[config.mk]
export PLATFORM = sky130hd
export DESIGN_NAME = alu_result_stage
export DESIGN_NICKNAME = d
export VERILOG_FILES = /design/src/rtl/alu_result_stage.sv
export SDC_FILE = /design/constraint.sdc
export NUM_CORES = 1
export LEC_CHECK = 0
export CORE_MARGIN = 2
export CORE_UTILIZATION = 46
export CTS_BUF_LIST = sky130_fd_sc_hd__clkbuf_16
export DETAILED_ROUTE_END_ITERATION = 16
export GPL_TIMING_DRIVEN = 0
export HOLD_SLACK_MARGIN = 0.08
export PLACE_DENSITY = 0.86
export REMOVE_ABC_BUFFERS = 1
export SETUP_SLACK_MARGIN = 0.1
export SLEW_MARGIN = 10
export SYNTH_ARGS = -nofsm -noshare
export SYNTH_HDL_FRONTEND = slang
export SYNTH_SLANG_ARGS = --single-unit
[constraint.sdc]
create_clock -name AluClock -period 3.7 [get_ports AluClock]
set_input_delay 0.925 -clock AluClock [delete_from_list [all_inputs] [get_ports AluClock]]
set_output_delay 0.925 -clock AluClock [all_outputs]
set_load 0.02 [all_outputs]
[src/rtl/alu_result_stage.sv]
// ALU result stage: combines LHS with the registered RHS logic value,
// registers the result, valid bit and {V,N,C,Z} flags.
module alu_result_stage (
    input  logic       AluClock,
    input  logic       Reset,
    input  logic [7:0] LHS,
    input  logic [7:0] Logic,
    input  logic [2:0] AluOp,
    input  logic       InValid,
    input  logic       Hold,
    input  logic       FlagsWrite,
    input  logic       FlagsLoad,
    input  logic [3:0] FlagsIn,
    output logic [7:0] Result,
    output logic       ResultValid,
    output logic [3:0] Flags
);

    typedef enum logic [2:0] {
        OP_PASS = 3'b000,
        OP_ADD  = 3'b001,
        OP_ADC  = 3'b010,
        OP_SUB  = 3'b011,
        OP_SBC  = 3'b100,
        OP_SHL  = 3'b101,
        OP_SHR  = 3'b110,
        OP_ROR  = 3'b111
    } alu_op_e;

    logic [7:0] r_result;
    logic       r_valid;
    logic [3:0] r_flags;

    logic       w_cf;
    logic       w_cin;
    logic [8:0] w_sum;
    logic [7:0] w_r;
    logic       w_c;
    logic       w_v;
    logic       w_arith;
    logic [3:0] w_flags;

    assign w_cf = r_flags[1];

    // Carry-in of the shared adder; SUB relies on upstream RHS inversion.
    always_comb begin
        w_cin   = 1'b0;
        w_arith = 1'b0;
        case (alu_op_e'(AluOp))
            OP_ADD: w_arith = 1'b1;
            OP_ADC: begin w_arith = 1'b1; w_cin = w_cf; end
            OP_SUB: begin w_arith = 1'b1; w_cin = 1'b1; end
            OP_SBC: begin w_arith = 1'b1; w_cin = w_cf; end
            default: ;
        endcase
    end

    assign w_sum = {1'b0, LHS} + {1'b0, Logic} + {8'd0, w_cin};

    always_comb begin
        w_r = Logic;
        w_c = 1'b0;
        case (alu_op_e'(AluOp))
            OP_PASS: begin w_r = Logic; w_c = 1'b0; end
            OP_SHL:  begin w_r = {Logic[6:0], 1'b0}; w_c = Logic[7]; end
            OP_SHR:  begin w_r = {1'b0, Logic[7:1]}; w_c = Logic[0]; end
            OP_ROR:  begin w_r = {w_cf, Logic[7:1]}; w_c = Logic[0]; end
            default: begin w_r = w_sum[7:0]; w_c = w_sum[8]; end
        endcase
    end

    assign w_v = w_arith && (LHS[7] == Logic[7]) && (w_r[7] != LHS[7]);
    assign w_flags = {w_v, w_r[7], w_c, (w_r == 8'd0)};

    always_ff @(posedge AluClock or posedge Reset) begin
        if (Reset) begin
            r_result <= 8'd0;
            r_valid  <= 1'b0;
            r_flags  <= 4'd0;
        end else if (!Hold) begin
            r_valid <= InValid;
            if (InValid)
                r_result <= w_r;
            if (FlagsLoad)
                r_flags <= FlagsIn;
            else if (InValid && FlagsWrite)
                r_flags <= w_flags;
        end
    end

    assign Result      = r_result;
    assign ResultValid = r_valid;
    assign Flags       = r_flags;

endmodule

==> flow_metrics.py, run 1 <==
metrics = {
    "status": {
        "run_status": "finished clean",
    },
    "power_and_ir_drop": {
        "switching_share_pct": 32.8,
        "pwr-share-clk_pct": 30.8,
        "power_density_nw_per_um2": 376,
        "seq_power_share_pct": 27.9,
        "netSwitchingPower_w": 0.000213,
        "leakage_nw": 0.711,
        "p_int_w": 0.000437,
        "p_total_w": 0.000650,
        "combPwrFrac_pct": 41.2,
        "ir_worst_vdd_mv": 0.536,
    },
    "clock_tree": {
        "cts_num_sinks": 13,
        "clk_pin_slew_worst_paths_ns": 0.04,
        "cts.htree.levels": 1,
        "clockRootBuffer": "clkbuf_16",
        "cts_made_buffers": 3,
        "postCtsHoldBufs": 0,
        "insertion_delay_ns": 0.24,
        "clock_path_buffers": 2,
        "cts_tree": "built",
    },
    "synthesis": {
        "syn_area_per_cell_um2": 8.10,
        "ys_seq_area_share_pct": 25.9,
        "ys_seq_elements": 13,
        "synth_cells": 155,
        "async_flop_share_pct": 100,
        "ys_types": 47,
        "ys.flop_type": "dfrtp_1",
        "yosys_warnings": 0,
        "synth-edff-count": 0,
        "syn_area_um2": 1260,
    },
    "worst_setup_path": {
        "crit_fanout": 4,
        "crit_buf_inv": 2,
        "crit_path_start_kind": "input port",
        "slowest_stage": "clkdlybuf4s50_1",
        "crit_required_ns": 3.88,
        "critPathTopFamily": "compound AO/OA/AOI/OAI gates",
        "crit_start": "Logic[0]",
        "crit_top_cell": "fa_1",
        "worstSetupEndpointType": "flop",
        "critPathMaxStageDelay_ns": 0.51,
        "path_cells": "clkdlybuf4s50_1, fa_1, inv_1, fa_1, nor2b_1, o21ai_1, or3b_1, a221oi_2, o2111ai_1, nor3b_2, a31o_1",
        "crit_arrival_ns": 3.58,
        "critPathKind": "in -> reg",
        "crit-reg2reg-launch": "Flags[1]",
    },
    "placement": {
        "place.gp.congestion": 0.808,
        "hpwl_um": 2700,
        "io_buffers": 41,
    },
    "sta": {
        "slew_viol_final": 0,
        "fin_crit_sh_pct": 91.9,
        "worstMarginPinSlew_ns": 0.502,
        "relSlewSlack_pct": 66.6,
        "fin_crit_ns": 3.40,
        "max_freq_mhz": 294,
        "hold_violations": 0,
        "whs_ns": 0.476,
        "setup_viol": 0,
        "grt_setup_unrepaired": "false",
        "skew_ns": 0.00227,
    },
    "grt": {
        "grt_max_degree": 19,
        "grt_usage_pct": 22.1,
        "overflow": 0,
        "grt_first_pass_wirelength_um": 5680,
        "first_global_vias": 1311,
        "antenna_found_initial": 0,
    },
    "flow_run": {
        "drv_cap": 0,
    },
    "layout": {
        "layout.nets": 232,
        "syn2layout_area_growth_pct": 37.7,
        "drive_gt1_share_pct": 8.29,
        "antenna_cells": 0,
        "fillCellCount": 219,
    },
    "detailed_routing": {
        "wl_per_cell_um": 14.8,
        "dr.first_iter.drc_count": 52,
        "drc": 0,
        "dr_total_vias": 1299,
        "antenna_left": 0,
        "vias_per_cell": 5.83,
        "wl_um": 3290,
        "dr.pass1.iters": 4,
    },
    "die": {
        "core_area_um2": 2520,
        "initial_core_util_pct": 49.8,
        "dieArea_um2": 3160,
        "die_w_um": 56.3,
        "num_rows": 18,
        "die_h_um": 56.3,
        "io_pins": 42,
    },
    "min_path": {
        "hold_path_class": "reg -> reg",
        "hp-start": "Result[4]",
    },
}
sequential cells by signal, indices dropped and copies added, names as in the netlist:
register,flops
Result,8
Flags,4
ResultValid,1
area by class of cell:
type / instances / area [µm²] / area share (%)
multi-input combinational: 125 / 852 / 49.2
inverter: 9 / 33.8 / 1.95
sequential: 13 / 325 / 18.8
timing repair buffer: 42 / 403 / 23.3
tap: 30 / 37.5 / 2.17
clock inverter: 1 / 3.75 / 0.217
clock buffer: 3 / 75.1 / 4.34
what timing repair did:
| action | CTS | global route |
|---|---|---|
| cloned | 0 | 0 |
| setup endpoints to repair | 9 | 3 |
| gates resized for setup | 8 | 6 |
| pin swaps | 1 | 0 |
| setup buffers | 1 | 0 |
tightest hold or removal path: cells and delay by family, from the launching register on:
kind               cells  cell delay [ns]
AOI/OAI and AO/OA      1             0.05
DFF                    1             0.33
and+or+nand+nor        1             0.05
kinds of logic (layout without fill, tap and decap cells):
family | Yosys count | in the layout | synth area share [%]
buf+inv | 17 | 55 | 6.87
compound gates | 62 | 62 | 34.0
mux | 1 | 1 | 0.896
simple gates | 47 | 47 | 18.0
fa+ha+maj | 9 | 9 | 10.2
xor+xnor | 6 | 6 | 4.18
flops | 13 | 13 | 25.9
final timing paths:
kind                                   to  slack (ns)  depth (start not counted)
worst max-delay path             Flags[0]        0.30                         11
worst min-delay path            Result[4]        0.48                          2
worst max register to register   Flags[0]        0.79                         12
worst min register to register  Result[4]        0.48                          2
max in group asynchronous       Result[3]        2.36                          2
min in group asynchronous        Flags[0]        1.00                          2
cell usage after synthesis (3+ instances only):
cell type   n  area (µm²)
nand2_1    20        75.1
buf_2       3        15.0
a21oi_1    15        75.1
o21ai_1     6        30.0
nor2_1     11        41.3
xnor2_1     3        26.3
inv_1       9        33.8
xor2_1      3        26.3
dfrtp_1    13         325
ha_1        7        87.6
o21a_1      3        22.5
o21ai_0    14        70.1
a22o_1      3        26.3
layer usage:
layer / vias to the layer above / wire, µm / global-route usage [%]
met2: 49 / 1690 / 41.7
met5: - / 0 / 0
li1: 637 / - / -
met3: 6 / 155 / 2.76
met1: 607 / 1390 / 25.2
met4: 0 / 57 / 8.16
stage by stage:
| stage | setup TNS, ns | instances | setup slack [ns] | instance area (µm²) | util (%) |
|---|---|---|---|---|---|
| 6_report | 0 | 223 | 0.299 | 1730 | 68.6 |
| 5_1_grt | 0 | 223 | 0.116 | 1730 | 68.6 |
| 4_1_cts | 0 | 223 | 0.147 | 1750 | 69.2 |
| 3_5_place_dp | -3.84 | 218 | -0.811 | 1650 | 65.5 |
| 3_3_place_gp | -2.82 | 218 | -0.707 | 1650 | 65.5 |
| 2_1_floorplan | 0 | 147 | 0.297 | 1200 | - |
cell usage in the layout (no fill, tap or decap), drive strengths merged, types with 2 or more instances in the layout:
master / count
clkdlybuf4s50: 38
nand2: 21
o21ai: 20
a21oi: 16
dfrtp: 13
nor2: 11
inv: 10
ha: 7
clkbuf: 4
xnor2: 3
xor2: 3
o21a: 3
a22o: 3
a221oi: 3
buf: 3
nor4: 2
o22ai: 2
nor3: 2
a221o: 2
a22oi: 2
nor2b: 2
nand3: 2
fa: 2
or2: 2
nor3b: 2
power by group through the flow:
stage	combinational, W	sequential (W)	clock (W)
after detailed placement	0.000266	0.000184	0
after CTS	0.000269	0.000182	0.000205
after global routing	0.000291	0.000185	0.000212
after floorplan	0.000119	0.000211	0
final	0.000268	0.000182	0.000201
after global placement	0.000257	0.000181	0
Power figures use the tool's default switching activity.
==> inputs of run 2 (changes only) <==
--- a/config.mk
+++ b/config.mk
@@ -6,12 +6,12 @@
 export NUM_CORES = 1
 export LEC_CHECK = 0
 export CORE_MARGIN = 2
-export CORE_UTILIZATION = 46
+export CORE_UTILIZATION = 49
 export CTS_BUF_LIST = sky130_fd_sc_hd__clkbuf_16
 export DETAILED_ROUTE_END_ITERATION = 16
 export GPL_TIMING_DRIVEN = 0
 export HOLD_SLACK_MARGIN = 0.08
-export PLACE_DENSITY = 0.86
+export PLACE_DENSITY = 0.91
 export REMOVE_ABC_BUFFERS = 1
 export SETUP_SLACK_MARGIN = 0.1
 export SLEW_MARGIN = 10
==> constraint.sdc (replaced) <==
create_clock -name AluClock -period 4.2 [get_ports AluClock]
set_input_delay 1.05 -clock AluClock [delete_from_list [all_inputs] [get_ports AluClock]]
set_output_delay 1.05 -clock AluClock [all_outputs]
set_load 0.02 [all_outputs]
==> flow_metrics.py, run 2 (synthesis gave the netlist of run 1 again) <==
metrics = {
    "detailed_routing": {
        "vias_per_cell": 6.16,
        "antenna_left": 0,
        "drc": 0,
        "dr.first_iter.drc_count": 66,
        "wl_um": 3590,
        "dr_total_vias": 1385,
        "wl_per_cell_um": 15.9,
        "dr.pass1.iters": 4,
    },
    "placement": {
        "io_buffers": 41,
        "hpwl_um": 2700,
        "place.gp.congestion": 0.837,
    },
    "die": {
        "io_pins": 42,
        "die_w_um": 54.6,
        "die_h_um": 54.6,
        "core_area_um2": 2450,
        "initial_core_util_pct": 51.2,
        "num_rows": 18,
        "dieArea_um2": 2980,
    },
    "clock_tree": {
        "insertion_delay_ns": 0.24,
        "cts_made_buffers": 3,
        "cts.htree.levels": 1,
        "clock_path_buffers": 2,
        "cts_tree": "built",
        "clk_pin_slew_worst_paths_ns": 0.04,
        "clockRootBuffer": "clkbuf_16",
        "cts_num_sinks": 13,
    },
    "sta": {
        "fin_tns_setup_ns": 0,
        "fin_crit_ns": 3.90,
        "worstMarginPinSlew_ns": 0.721,
        "grt_setup_unrepaired": "false",
        "setup_viol": 0,
        "skew_ns": 0.00193,
        "whs_ns": 0.488,
        "max_freq_mhz": 256,
        "relSlewSlack_pct": 52.0,
        "hold_violations": 0,
        "slew_viol_final": 0,
        "fin_crit_sh_pct": 93.0,
    },
    "worst_setup_path": {
        "crit_path_start_kind": "input port",
        "path_cells": "dlygate4sd2_1, o21ai_0, fa_1, inv_1, fa_1, nor2b_1, o21ai_1, or3b_1, a221oi_2, o2111ai_1, nor3b_2, a31o_1",
        "crit_top_cell": "fa_1",
        "crit_required_ns": 4.38,
        "crit_arrival_ns": 4.08,
        "slowest_stage": "dlygate4sd2_1",
        "worstSetupEndpointType": "flop",
        "crit_buf_inv": 2,
        "critPathTopFamily": "compound AO/OA/AOI/OAI gates",
        "critPathMaxStageDelay_ns": 0.67,
        "crit_fanout": 18,
        "critPathKind": "in -> reg",
    },
    "grt": {
        "overflow": 0,
        "grt_first_pass_wirelength_um": 5550,
        "grt_usage_pct": 25.6,
        "first_global_vias": 1327,
        "grt_max_degree": 19,
        "antenna_found_initial": 0,
    },
    "layout": {
        "final_cell_mix": "38 x clkdlybuf4s50_1, 20 x nand2_1, 15 x a21oi_1",
        "fillCellCount": 203,
        "drive_gt1_share_pct": 7.69,
        "largest_register_ffs": 8,
        "syn2layout_area_growth_pct": 40.4,
        "layout.nets": 234,
        "antenna_cells": 0,
        "layout_commonest_cell": "clkdlybuf4s50_1",
    },
    "power_and_ir_drop": {
        "ir_worst_vdd_mv": 0.267,
        "leakage_nw": 0.741,
        "power_density_nw_per_um2": 327,
    },
    "status": {
        "run_status": "finished clean",
    },
    "min_path": {
        "hold_path_class": "reg -> reg",
    },
    "flow_run": {
        "drv_cap": 0,
    },
}
-- run 2: worst reg2reg max path, delay by kind of cell, from the launching register on --
kind                       cells  cell delay (ns)
DFF                            1             0.43
AOI/OAI and AO/OA              6             0.96
and+or+nand+nor                3             0.67
adders and majority gates      2             0.65
buffers and inverters          1             0.10
-- run 2: metrics by stage --
step	cell area, µm²	instances	util [%]	setup slack [ns]	total power (W)
global placement	1650	218	67.3	-0.319	0.000386
detailed placement	1650	218	67.3	-0.398	0.000398
floorplan	1200	147	-	0.672	0.000291
CTS	1740	222	70.7	0.138	0.000576
finish	1760	225	71.9	0.296	0.000577
global route	1760	225	71.9	0.112	0.000611
-- run 2: power by group --
part / switching [W] / total, W / internal (W) / leakage, nW
Combinational: 0.000128 / 0.000243 / 0.000115 / 0.540
Sequential: 0.0000131 / 0.000160 / 0.000147 / 0.159
Clock: 0.0000491 / 0.000174 / 0.000125 / 0.0423
Total: 0.000190 / 0.000577 / 0.000387 / 0.741
-- run 2: area by class of cell --
| type | instances | area, µm² | share of cell area [%] |
|---|---|---|---|
| Timing Repair Buffer | 44 | 437 | 24.8 |
| Multi-Input combinational cell | 125 | 852 | 48.3 |
| Sequential cell | 13 | 325 | 18.4 |
| Inverter | 9 | 33.8 | 1.91 |
| Clock buffer | 3 | 75.1 | 4.26 |
| Tap cell | 30 | 37.5 | 2.13 |
| Clock inverter | 1 | 3.75 | 0.213 |
-- run 2: what timing repair did --
| action | CTS | global route |
|---|---|---|
| setup endpoints to repair | 3 | 3 |
| pin swaps | 0 | 1 |
| setup buffers | 0 | 3 |
| hold buffers | 0 | 0 |
| resized for setup | 3 | 2 |
-- run 2: final timing paths --
path | start | end | slack [ns] | cells after the start
max | AluOp[2] | Flags[0] | 0.30 | 12
min | Result[4] | Result[4] | 0.49 | 2
max reg2reg | Flags[1] | Flags[0] | 1.31 | 12
min reg2reg | Result[4] | Result[4] | 0.49 | 2
max in group asynchronous | Reset | Result[3] | 2.75 | 2
min in group asynchronous | Reset | Flags[1] | 1.13 | 2
-- run 2: routing by layer --
| layer | vias to the layer above | part of all wire, % | track usage, % |
|---|---|---|---|
| li1 | 648 | - | - |
| met1 | 637 | 38 | 27.6 |
| met2 | 81 | 50 | 47.4 |
| met3 | 19 | 8.4 | 4.10 |
| met4 | 0 | 3.8 | 12.5 |
| met5 | - | 0 | 0 |
==> inputs of run 3 (changes only) <==
--- a/config.mk
+++ b/config.mk
@@ -6,12 +6,12 @@
 export NUM_CORES = 1
 export LEC_CHECK = 0
 export CORE_MARGIN = 2
-export CORE_UTILIZATION = 49
-export CTS_BUF_LIST = sky130_fd_sc_hd__clkbuf_16
+export CORE_UTILIZATION = 51
+export CTS_BUF_LIST = sky130_fd_sc_hd__clkbuf_8
 export DETAILED_ROUTE_END_ITERATION = 16
 export GPL_TIMING_DRIVEN = 0
 export HOLD_SLACK_MARGIN = 0.08
-export PLACE_DENSITY = 0.91
+export PLACE_DENSITY = 0.94
 export REMOVE_ABC_BUFFERS = 1
 export SETUP_SLACK_MARGIN = 0.1
 export SLEW_MARGIN = 10
==> flow_metrics.py, run 3 (synthesis gave the netlist of run 1 again) <==
metrics = {
    "clock_tree": {
        "cts.repair.resized": 4,
        "cts_tree": "built",
        "postCtsHoldBufs": 0,
        "clock_path_buffers": 2,
        "cts_num_sinks": 13,
        "cts_setup_buffers": 0,
        "cts.htree.levels": 1,
        "clockRootBuffer": "clkbuf_8",
        "clk_pin_slew_worst_paths_ns": 0.05,
        "insertion_delay_ns": 0.24,
        "cts_made_buffers": 3,
    },
    "worst_setup_path": {
        "critPathMaxStageDelay_ns": 0.42,
        "critPathTopFamily": "simple AND/OR/NAND/NOR gates",
        "critPathKind": "in -> reg",
        "worstSetupEndpointType": "flop",
        "crit_buf_inv": 2,
        "crit_path_start_kind": "input port",
        "slowest_stage": "fa_1",
        "path_cells": "dlymetal6s2s_1, nor2_4, nand3_1, o21ai_0, fa_1, inv_1, fa_1, nor2b_1, o21ai_1, or3b_1, a221oi_2, o2111ai_1, nor3b_2, a31o_1",
        "crit_fanout": 11,
        "rr_worst_depth": 12,
        "crit_top_cell": "fa_1",
        "cp.depth": 14,
        "crit_required_ns": 4.38,
        "crit_arrival_ns": 3.86,
    },
    "detailed_routing": {
        "wl_um": 3190,
        "dr.first_iter.drc_count": 27,
        "vias_per_cell": 5.89,
        "wl_per_cell_um": 14.5,
        "dr.pass1.iters": 6,
        "dr_total_vias": 1296,
        "antenna_left": 0,
        "drc": 0,
    },
    "sta": {
        "slew_viol_final": 0,
        "layout_setup_ws_ns": 0.515,
        "setup_viol": 0,
        "worstMarginPinSlew_ns": 0.515,
        "fin_crit_sh_pct": 87.7,
        "grt_setup_unrepaired": "false",
        "fin_crit_ns": 3.68,
        "whs_ns": 0.476,
        "relSlewSlack_pct": 65.7,
        "hold_violations": 0,
        "max_freq_mhz": 271,
        "skew_ns": 0.000720,
    },
    "grt": {
        "grt_usage_pct": 24.9,
        "antenna_found_initial": 0,
        "grt_max_degree": 19,
        "first_global_vias": 1258,
        "overflow": 0,
        "grt_first_pass_wirelength_um": 5270,
    },
    "layout": {
        "final_cell_mix": "38 x clkdlybuf4s50_1, 20 x nand2_1, 15 x a21oi_1",
        "largest_register_ffs": 8,
        "layout_commonest_cell": "clkdlybuf4s50_1",
        "antenna_cells": 0,
        "drive_gt1_share_pct": 7.29,
        "syn2layout_area_growth_pct": 34.9,
        "layout.nets": 231,
    },
    "placement": {
        "io_buffers": 41,
        "place_ws_ns": -0.418,
        "place.gp.congestion": 0.889,
        "hpwl_um": 2580,
    },
    "die": {
        "io_pins": 42,
        "core_area_um2": 2280,
        "die_h_um": 53.6,
        "num_rows": 17,
        "dieArea_um2": 2880,
        "die_w_um": 53.6,
        "initial_core_util_pct": 55.2,
    },
    "flow_run": {
        "drv_cap": 0,
    },
    "min_path": {
        "hold_path_class": "reg -> reg",
        "min_path_cells": 2,
    },
    "power_and_ir_drop": {
        "ir_worst_vdd_mv": 0.233,
        "p_total_w": 0.000499,
        "leakage_nw": 0.700,
        "power_density_nw_per_um2": 295,
    },
    "status": {
        "run_status": "finished clean",
    },
}
[run 3: changes by cell type in the layout (fill, tap and decap cells not counted), sizes merged]
cell | previous run | this run
buf | 3 | 0
dlygate4sd2 | 1 | 0
dlymetal6s2s | 2 | 1
clkbuf | 3 | 5
[run 3: path summary, 6_finish.rpt]
path | from | end | slack (ns)
setup / recovery | AluOp[0] | Flags[0] | 0.52
hold / removal | Result[0] | Result[0] | 0.48
setup reg to reg | Flags[1] | Flags[0] | 1.26
hold reg to reg | Result[0] | Result[0] | 0.48
max in group asynchronous | Reset | Result[0] | 2.76
min in group asynchronous | Reset | Result[4] | 1.13
[run 3: metal layers]
layer	GRT usage, %	vias to the layer above	part of all wire, %
met3	3.33	3	7.5
met5	0	-	0
met2	47.9	59	52
met1	27.9	596	40
met4	7.69	0	0.66
li1	-	638	-
[run 3: layout make-up]
class	instances	area (µm²)
Clock buffer	3	41.3
Fill cell	188	582
Tap cell	28	35.0
Multi-Input combinational cell	125	852
Inverter	9	33.8
Sequential cell	13	325
Clock inverter	1	3.75
Timing Repair Buffer	41	403
[run 3: per-stage QoR]
step | cells | utilization (%) | cell area, µm² | TNS [ns]
floorplan | 147 | - | 1200 | 0
global placement | 216 | 72.5 | 1650 | -0.578
detailed placement | 216 | 72.5 | 1650 | -0.926
CTS | 220 | 74.7 | 1700 | 0
global route | 220 | 74.4 | 1690 | 0
finish | 220 | 74.4 | 1690 | 0
[run 3: worst register-to-register path, stage by stage, from the launching register on]
cell and delay (ns):
dfrtp_1 0.43, o21ai_0 0.18, o21ai_0 0.11, fa_1 0.42
inv_1 0.10, fa_1 0.23, nor2b_1 0.08, o21ai_1 0.10
or3b_1 0.40, a221oi_2 0.30, o2111ai_1 0.15, nor3b_2 0.22
a31o_1 0.16
[run 3: report_power, final]
group	internal, W	switching [W]
registers	0.000147	0.0000127
logic	0.000113	0.000122
clock network	0.0000643	0.0000408
total	0.000324	0.000175
